### config.mk
export PLATFORM = sky130hd
export DESIGN_NAME = display_scan_ctrl
export DESIGN_NICKNAME = d
export VERILOG_FILES = /design/src/rtl/display_scan_ctrl.sv
export SDC_FILE = /design/constraint.sdc
export NUM_CORES = 1
export LEC_CHECK = 0
export ABC_AREA = 1
export BUFFER_PORTS_ARGS = -buffer_cell sky130_fd_sc_hd__buf_4
export CORE_MARGIN = 10
export CORE_UTILIZATION = 23
export CTS_CLUSTER_SIZE = 16
export DETAILED_ROUTE_END_ITERATION = 8
export PLACE_DENSITY_LB_ADDON = 0.05
export SYNTH_ARGS = -nofsm -noshare
export SYNTH_HDL_FRONTEND = slang
export SYNTH_SLANG_ARGS = --single-unit
export TNS_END_PERCENT = 20
### constraint.sdc
create_clock -name clk -period 5.1 [get_ports clk]
set_clock_uncertainty 0.2 [all_clocks]
set_input_delay 0.255 -clock clk [delete_from_list [all_inputs] [get_ports clk]]
set_output_delay 0.255 -clock clk [all_outputs]
set_load 0.05 [all_outputs]
### src/rtl/display_scan_ctrl.sv
// rtl/display_scan_ctrl.sv - four-digit seven-segment scan controller with dead-time blanking and frame-synchronous double buffer
module display_scan_ctrl #(
    parameter int PRESCALE = 50000,
    parameter int DEADTIME = 4
) (
    input  logic        clk,
    input  logic        rst,
    input  logic        on,
    input  logic        load,
    input  logic [15:0] data,
    input  logic [3:0]  dp_in,
    input  logic [3:0]  blank,
    output logic [1:0]  scan,
    output logic        E,
    output logic [6:0]  seg,
    output logic        dp,
    output logic        pend,
    output logic        frame_done
);

    localparam int CW = (PRESCALE > 2) ? $clog2(PRESCALE) : 1;
    localparam logic [CW-1:0] CNT_LAST = CW'(PRESCALE - 1);
    localparam logic [CW-1:0] CNT_LIT  = CW'(DEADTIME);

    logic [CW-1:0] cnt_q, cnt_d;
    logic [1:0]    slot_q, slot_d;

    logic [15:0]   st_data_q, st_data_d;
    logic [3:0]    st_dp_q, st_dp_d;
    logic [3:0]    st_blank_q, st_blank_d;
    logic [15:0]   sh_data_q, sh_data_d;
    logic [3:0]    sh_dp_q, sh_dp_d;
    logic [3:0]    sh_blank_q, sh_blank_d;
    logic          pend_q, pend_d;

    logic          wrap_q, wrap_d;
    logic [1:0]    scan_q, scan_d;
    logic          e_q, e_d;
    logic [6:0]    seg_q, seg_d;
    logic          dp_q, dp_d;
    logic          fd_q, fd_d;

    logic          slot_end;
    logic          boundary;
    logic          lit;
    logic [3:0]    digit;

    function automatic logic [6:0] hex7(input logic [3:0] v);
        logic [6:0] s;
        case (v)
            4'h0:    s = 7'b1000000;
            4'h1:    s = 7'b1111001;
            4'h2:    s = 7'b0100100;
            4'h3:    s = 7'b0110000;
            4'h4:    s = 7'b0011001;
            4'h5:    s = 7'b0010010;
            4'h6:    s = 7'b0000010;
            4'h7:    s = 7'b1111000;
            4'h8:    s = 7'b0000000;
            4'h9:    s = 7'b0010000;
            4'hA:    s = 7'b0001000;
            4'hB:    s = 7'b0000011;
            4'hC:    s = 7'b1000110;
            4'hD:    s = 7'b0100001;
            4'hE:    s = 7'b0000110;
            default: s = 7'b0001110;
        endcase
        return s;
    endfunction

    assign slot_end = (cnt_q == CNT_LAST);
    assign boundary = on & slot_end & (slot_q == 2'd3);

    always_comb begin
        cnt_d  = cnt_q;
        slot_d = slot_q;
        if (!on) begin
            cnt_d  = '0;
            slot_d = 2'd0;
        end else if (slot_end) begin
            cnt_d  = '0;
            slot_d = slot_q + 2'd1;
        end else begin
            cnt_d  = cnt_q + CW'(1);
        end
    end

    // A load on the boundary bypasses staging; while off, a pending update is applied immediately.
    always_comb begin
        st_data_d  = st_data_q;
        st_dp_d    = st_dp_q;
        st_blank_d = st_blank_q;
        sh_data_d  = sh_data_q;
        sh_dp_d    = sh_dp_q;
        sh_blank_d = sh_blank_q;
        pend_d     = pend_q;
        if (load) begin
            st_data_d  = data;
            st_dp_d    = dp_in;
            st_blank_d = blank;
            pend_d     = 1'b1;
        end
        if (boundary) begin
            if (load) begin
                sh_data_d  = data;
                sh_dp_d    = dp_in;
                sh_blank_d = blank;
            end else if (pend_q) begin
                sh_data_d  = st_data_q;
                sh_dp_d    = st_dp_q;
                sh_blank_d = st_blank_q;
            end
            pend_d = 1'b0;
        end else if (!on && pend_q) begin
            sh_data_d  = st_data_q;
            sh_dp_d    = st_dp_q;
            sh_blank_d = st_blank_q;
            pend_d     = load;
        end
    end

    assign digit = sh_data_q[{slot_q, 2'b00} +: 4];
    assign lit   = on & (cnt_q >= CNT_LIT) & ~sh_blank_q[slot_q];

    // Outputs are a one-cycle image of the scan state, so scan and E always move together.
    always_comb begin
        scan_d = slot_q;
        e_d    = lit;
        seg_d  = lit ? hex7(digit) : 7'h7F;
        dp_d   = lit ? ~sh_dp_q[slot_q] : 1'b1;
        wrap_d = boundary;
        fd_d   = wrap_q;
    end

    always_ff @(posedge clk or posedge rst) begin
        if (rst) begin
            cnt_q      <= '0;
            slot_q     <= 2'd0;
            st_data_q  <= 16'h0000;
            st_dp_q    <= 4'h0;
            st_blank_q <= 4'hF;
            sh_data_q  <= 16'h0000;
            sh_dp_q    <= 4'h0;
            sh_blank_q <= 4'hF;
            pend_q     <= 1'b0;
            wrap_q     <= 1'b0;
            scan_q     <= 2'd0;
            e_q        <= 1'b0;
            seg_q      <= 7'h7F;
            dp_q       <= 1'b1;
            fd_q       <= 1'b0;
        end else begin
            cnt_q      <= cnt_d;
            slot_q     <= slot_d;
            st_data_q  <= st_data_d;
            st_dp_q    <= st_dp_d;
            st_blank_q <= st_blank_d;
            sh_data_q  <= sh_data_d;
            sh_dp_q    <= sh_dp_d;
            sh_blank_q <= sh_blank_d;
            pend_q     <= pend_d;
            wrap_q     <= wrap_d;
            scan_q     <= scan_d;
            e_q        <= e_d;
            seg_q      <= seg_d;
            dp_q       <= dp_d;
            fd_q       <= fd_d;
        end
    end

    assign scan       = scan_q;
    assign E          = e_q;
    assign seg        = seg_q;
    assign dp         = dp_q;
    assign pend       = pend_q;
    assign frame_done = fd_q;

endmodule
# ---- Word level (Yosys, flattened, before mapping)
# Memory sizes are Yosys's and may differ from the RTL's.
# Cells that the tools add are included.
dict set report classes {
  add_sub_neg 2
  n_mul 0
  div 0
  n_lt_le_gt_ge 2
  eq_ne 4
  n_shift 1
  mux 25
  n_bitwise 6
  n_reduce_logical 5
}
# op count
set ops {}
lappend ops {{$mux W16} 6}
lappend ops {{$mux W4} 8}
lappend ops {{$add A16 B1 Y16 const B} 1}
lappend ops {{$eq A16 B16 Y1 const B} 1}
lappend ops {{$ge A16 B3 Y1 const B} 1}
lappend ops {{$shiftx A16 B5 Y4} 1}
lappend ops {{$mux W7} 1}
lappend ops {{$mux W1} 6}
lappend ops {{$and A1 B1 Y1} 4}
lappend ops {{$bmux W1 S2} 2}
lappend ops {{$mux W2} 2}
lappend ops {{$lt A2 B3 Y1 const B} 1}
lappend ops {{$ne A3 B3 Y1 const B} 1}
lappend ops {{$reduce_bool A3 Y1} 1}
lappend ops {{$add A2 B1 Y2 const B} 1}
lappend ops {{$eq A2 B2 Y1 const B} 1}
lappend ops {{$ne A2 B1 Y1 const B} 1}
lappend ops {{$not A1 Y1} 2}
lappend ops {{$reduce_and A2 Y1} 1}
lappend ops {{$reduce_bool A2 Y1} 1}
lappend ops {{$logic_and A1 B1 Y1} 1}
lappend ops {{$logic_not A1 Y1} 1}
dict set report totals {
  ff_bits 80
  latch_bits 0
  mem_bits_rw 0
  rom_bits 112
  out_inout_bits 13
  elab_cells 61
  mem_count 1
}
# name depth word_bits read_ports rd_ports_with_merged_regs wr line
set mem_list {}
lappend mem_list {{(name not given)} 16 7 1 0 0 50} ;# case (v)

# ---- Longest topological paths before layout
dict set report logic_depth {
  depth_word 5
  depth_mapped 11
}

# ---- Least setup slack after synthesis
# OpenSTA, ideal clock, no wires.
dict set report synth_timing {
  path_type {reg2reg}
  from {reg slot_q[0], in the netlist scan_d[0]}
  to {reg seg_q[5], in the netlist seg[5]}
  arrival_ns 1.555
  slack_ns 3.284
  path_stages_with_launch 12
  path_buffers 1
  period_less_slack_ns 1.816
  path_cell_list {dfrtp_1 inv_1 buf_2 nand2_1 nand3_1 nand2_1 inv_1 ha_1 inv_1 nor3_1 nor2_1 nand2_1}
}
dict set report synth_via {
  elab_chain_cells 5
}
# element line
set synth_rtl {}
lappend synth_rtl {{start, declared} 26} ;# logic [1:0] slot_q, slot_d;
lappend synth_rtl {{start signal, assigned} 154} ;# slot_q <= slot_d;
lappend synth_rtl {{branches (longest 4 deep; another with $mem_v2 Z16 W7)} n/a}
lappend synth_rtl {{$mux W7 *} 129} ;# seg_d = lit ? hex7(digit) : 7'h7F;
lappend synth_rtl {{named net seg_d[5]} 39} ;# logic [6:0] seg_q, seg_d;
lappend synth_rtl {{end signal, assigned} 165} ;# seg_q <= seg_d;
lappend synth_rtl {{end, declared} 39}
# Mark *: on every way through the listed nets, which the timed path passes. The select of a mux whose other input is x is not followed.
# A chain may end at the register's enable or synchronous reset.

# ---- Worst setup path in the final report
dict set report layout_timing {
  from {reg slot_q[0], in the netlist scan_d[0]}
  to {reg sh_data_q[13]}
}
dict set report layout_via {
  elab_chain_cells 4
}
# element line
set layout_rtl {}
lappend layout_rtl {{$eq A2 B2 Y1 *} 72} ;# assign boundary = on & slot_end & (slot_q == 2'd3);
lappend layout_rtl {{$and A1 B1 Y1 *} 72}
lappend layout_rtl {{$ne A3 B3 Y1 (no source line) / $reduce_bool A2 Y1 (equally long branches)} n/a}
lappend layout_rtl {{$reduce_and A2 Y1 (no source line)} n/a}
lappend layout_rtl {{end signal, assigned} 158} ;# sh_data_q <= sh_data_d;
lappend layout_rtl {{end, declared} 31} ;# logic [15:0] sh_data_q, sh_data_d;
# Mark *: on every way between the ends. The rest lies on a longest branch, timed or not.

==> run summary <==
For this run, the slowest stage of the critical path takes 1010 ps. The instance count after placement with tap cells included was 798. The fraction of registers with async set or reset after synthesis is 100%, and the synthesized instance count is 549. The full die area is 0.0238 mm2.

The maximum clock rate is 333 MHz, and the share of the synthesized area in the top cell type is 38.6%. The tools report the register area as 0.00202 mm2. In this run, synthesis produced a sequential element count of 80. Subtracting the final worst setup slack from the clock period gives 3000 ps. The setup violation total in the final timing report came out at 0.

The startpoint identified for the worst hold timing path is load. The region available for standard cell placement spans 0.0178 mm2. The number of placement rows came out at 49. In this run the worst hold path is classified as in2reg. For this run, the post-layout net count is 642. Worst flop-to-flop path startpoint: scan_d[0]. For the non-filler instance count after layout, the log shows 839. The tools report the count of boundary I/O pins as 41.

The headroom to the max-slew limit is 23.2%. The detail route stage leaves a number of antenna-violating nets equal to 0. Number of antenna violations at the first check in global routing: 0. During synthesis, Yosys emitted a total of 0 warnings. The floorplan step set the die width to 154 um.

The worst setup path is launched from a flip-flop. Once the clock tree was built, the setup fixing pass inserted 0 buffers. Setup total negative slack on the finished layout was measured at 0 ps. After clock tree synthesis, the clock-pin slew on the worst setup and hold paths is 60 ps.

The number of cells on the worst reg-to-reg path is 5. Sorting the synthesized cells by area gives the leading types as sky130_fd_sc_hd__dfrtp_1 39%, sky130_fd_sc_hd__nand2_1 21%, sky130_fd_sc_hd__dfstp_2 10%, sky130_fd_sc_hd__nand3_1 5.8%, sky130_fd_sc_hd__nand4_1 4.5%. The run gives 0 as the total global routing overflow. Cell count along the critical path: 5. The critical path starts at scan_d[0].

The number of buffer cells added on primary ports was 40. The via-per-instance ratio was 4.27. The average cell area after synthesis was 7.56 um2.

The design draws 1.65 mW. In this design, the largest share of critical-path delay is due to simple AND/OR/NAND/NOR gates. The run finished with clean final reports. Most numerous cell on the critical path: sky130_fd_sc_hd__nand2_1. In this run the cell area of the synthesized design comes to 0.00415 mm2. After clock tree synthesis, the repair step resized 0 gates. For the critical path data arrival time, the log shows 3090 ps. The worst setup path is captured at a flip-flop.

The end of the critical path was sh_data_q[13]. The worst register-to-register path has a setup slack of 2100 ps. The tightest hold path in the finished design has a slack of 61.2 ps.

The share of the clock period used by the worst path works out to 58.9%. In this run the worst path has a maximum fanout of 27. The number of cells on the worst hold path is 3.

The first detailed-routing pass took 4 iterations. Number of filler cells placed in the layout: 1937. Across the VDD grid, the largest voltage drop is 159 uV. For the area taken by multi-input logic gates, the log shows 0.00188 mm2. The run gives 0 as the reported max-cap violation count.

Counting every sink on the clock net gives 80. The logs give 8280 um for the sum of net half-perimeters after detailed placement and 3584 for the detailed-route via count. Setup repair after global routing left no endpoint under its margin.

The logs give 0 for the number of pins with negative max-slew slack in the final report and 3764 for the via count of the first global-routing pass. STA puts the critical path data required time at 5190 ps. The antenna diode count is 0, and the leakage component of the power is 2.59 nW. The net count after synthesis was 586. In the final routed layout, each cell accounts on average for 14.1 um. The post-route netlist has 14.1% of its cells at a drive strength greater than 1. TritonCTS built the clock tree. In this run the deepest clock path goes through 2 buffers. The first global-routing pass estimated 20100 um of wire. The area growth from synthesis to layout is 25.7%. The actual slew at the worst max-slew pin came out at 1150 ps.

OpenSTA, run right after detailed placement, puts the worst setup slack at 2010 ps. The dominant synthesized flop cell is sky130_fd_sc_hd__dfrtp_1. Number of buffers inserted during clock tree synthesis: 9.

Cell type of the slowest stage on the worst timing path: sky130_fd_sc_hd__ha_1. The logs give 0 for the total count of hold-check failures in the final report and 0.00464 mm2 for the instance area after placement. In the routed design, unresolved DRC markers number 0.

Walking the worst path, the cells encountered are ha_1 > nand4_4 > nand2_4 > nand2_1 > nand2_1. The cell sitting at the root of the clock tree is a sky130_fd_sc_hd__clkbuf_16. The tools report the final core utilization as 29.2%.

Slack of the critical path: 2100 ps. The die is 154 um tall. Power spread over the standard cell area amounts to 317 mW/mm2. The violation count after the first detailed-route iteration was 166.

The run gives 30 as the distinct cell type count after synthesis. The count of flip-flops with a built-in enable after synthesis works out to 0. For this block, the routed nets add up to 11900 um of wire. By startpoint and endpoint, the worst setup path is classified as reg2reg.

For this configuration, the core starts out at a cell density of 23.2%. The later pin in the worst-skew pair is clocked with a latency of 350 ps. At the end of routability-driven placement, the weighted congestion stood at 0.791. The largest area contributor in the netlist is sky130_fd_sc_hd__dfrtp_1.

The terminus of the critical flop-to-flop path was sh_data_q[13]. Of the synthesized area, sequential elements account for 48.7%. The count of buffer and inverter cells on the critical path was 0. The maximum number of pins on one net before global-route repair is 42, and the global-route usage over all layers is 10.4%. The maximum level of the CTS H-tree came out at 3. The finished cells cover 0.00521 mm2.
-- tightest hold or removal path, cell delays in order --
cell	delay (ps)
sky130_fd_sc_hd__buf_4	200
sky130_fd_sc_hd__nand2_1	80
sky130_fd_sc_hd__nand2_1	60
-- kinds of logic after synthesis --
kind of cell | after synthesis | share of synthesized area [%]
AOI/OAI and AO/OA | 26 | 3.29
xor gates and xnor gates | 3 | 0.634
and+or+nand+nor | 373 | 38.6
adders and majority gates | 9 | 2.71
buffers and inverters | 58 | 6.03
DFF | 80 | 48.7
-- synth_stat cells, types with 8 or more instances --
cell type	instances
sky130_fd_sc_hd__buf_2	8
sky130_fd_sc_hd__clkbuf_1	10
sky130_fd_sc_hd__dfrtp_1	64
sky130_fd_sc_hd__dfstp_2	16
sky130_fd_sc_hd__ha_1	9
sky130_fd_sc_hd__inv_1	31
sky130_fd_sc_hd__nand2_1	236
sky130_fd_sc_hd__nand3_1	48
sky130_fd_sc_hd__nand4_1	30
sky130_fd_sc_hd__nor2_1	42
sky130_fd_sc_hd__o21ai_0	17
-- flip-flops by register name (all words and copies together), names as in the netlist --
| register | flops |
|---|---|
| scan | 2 |
| fd_d | 1 |
| frame_done | 1 |
| cnt_q | 16 |
| sh_data_q | 16 |
| st_data_q | 16 |
| E | 1 |
| scan_d | 2 |
| dp | 1 |
| pend | 1 |
| st_dp_q | 4 |
| st_blank_q | 4 |
| sh_dp_q | 4 |
| sh_blank_q | 4 |
| seg | 7 |
-- power by group --
part           switching, mW  total (mW)  internal (mW)
logic                  0.132       0.213         0.0811
registers             0.0316       0.722          0.691
clock network          0.276       0.718          0.442
-- per-layer routing --
layer | share of wire, % | wire, um | track usage [%]
met2 | 44 | 5260 | 15.9
met1 | 51 | 6000 | 13.7
met3 | 3.6 | 427 | 2.86
met4 | 1.5 | 181 | 3.78
met5 | 0 | 0 | 0
-- cell usage in the layout (no fill, tap or decap), types with 3 or more instances in the layout --
cell type                       synthesis  routed
sky130_fd_sc_hd__nand2_1              236     236
sky130_fd_sc_hd__dfrtp_1               64      64
sky130_fd_sc_hd__nand3_1               48      48
sky130_fd_sc_hd__buf_4                  2      43
sky130_fd_sc_hd__nor2_1                42      42
sky130_fd_sc_hd__inv_1                 31      30
sky130_fd_sc_hd__nand4_1               30      30
sky130_fd_sc_hd__dlygate4sd3_1          0      25
sky130_fd_sc_hd__o21ai_0               17      17
sky130_fd_sc_hd__dfstp_2               16      16
sky130_fd_sc_hd__ha_1                   9       9
sky130_fd_sc_hd__clkbuf_16              0       9
sky130_fd_sc_hd__nor3_1                 6       6
sky130_fd_sc_hd__a21oi_1                6       6
sky130_fd_sc_hd__nor2_2                 3       3
sky130_fd_sc_hd__xor2_1                 3       3
-- what timing repair did --
| item | 4_1_cts | 5_1_grt |
|---|---|---|
| hold buffers | 25 | 0 |
| endpoints found under the setup margin | 0 | 0 |
| hold endpoints to repair | 59 | 0 |
-- layout make-up --
| type | count | share of cell area (%) |
|---|---|---|
| clock buffer | 11 | 4.66 |
| clock inverter | 5 | 1.54 |
| inverter | 35 | 2.54 |
| multi-input combinational | 411 | 36.0 |
| sequential | 80 | 38.8 |
| tap | 229 | 5.50 |
| timing repair buffer | 68 | 11.0 |
-- worst min-delay path by stage --
stage | slack [ps] | end
6_report | 60 | st_blank_q[0]
5_1_grt | 90 | st_blank_q[1]
4_1_cts | 50 | st_blank_q[0]
3_5_place_dp | 140 | frame_done
3_3_place_gp | 130 | frame_done
2_1_floorplan | 130 | frame_done
Note: power is estimated with default switching activity, not from simulation.
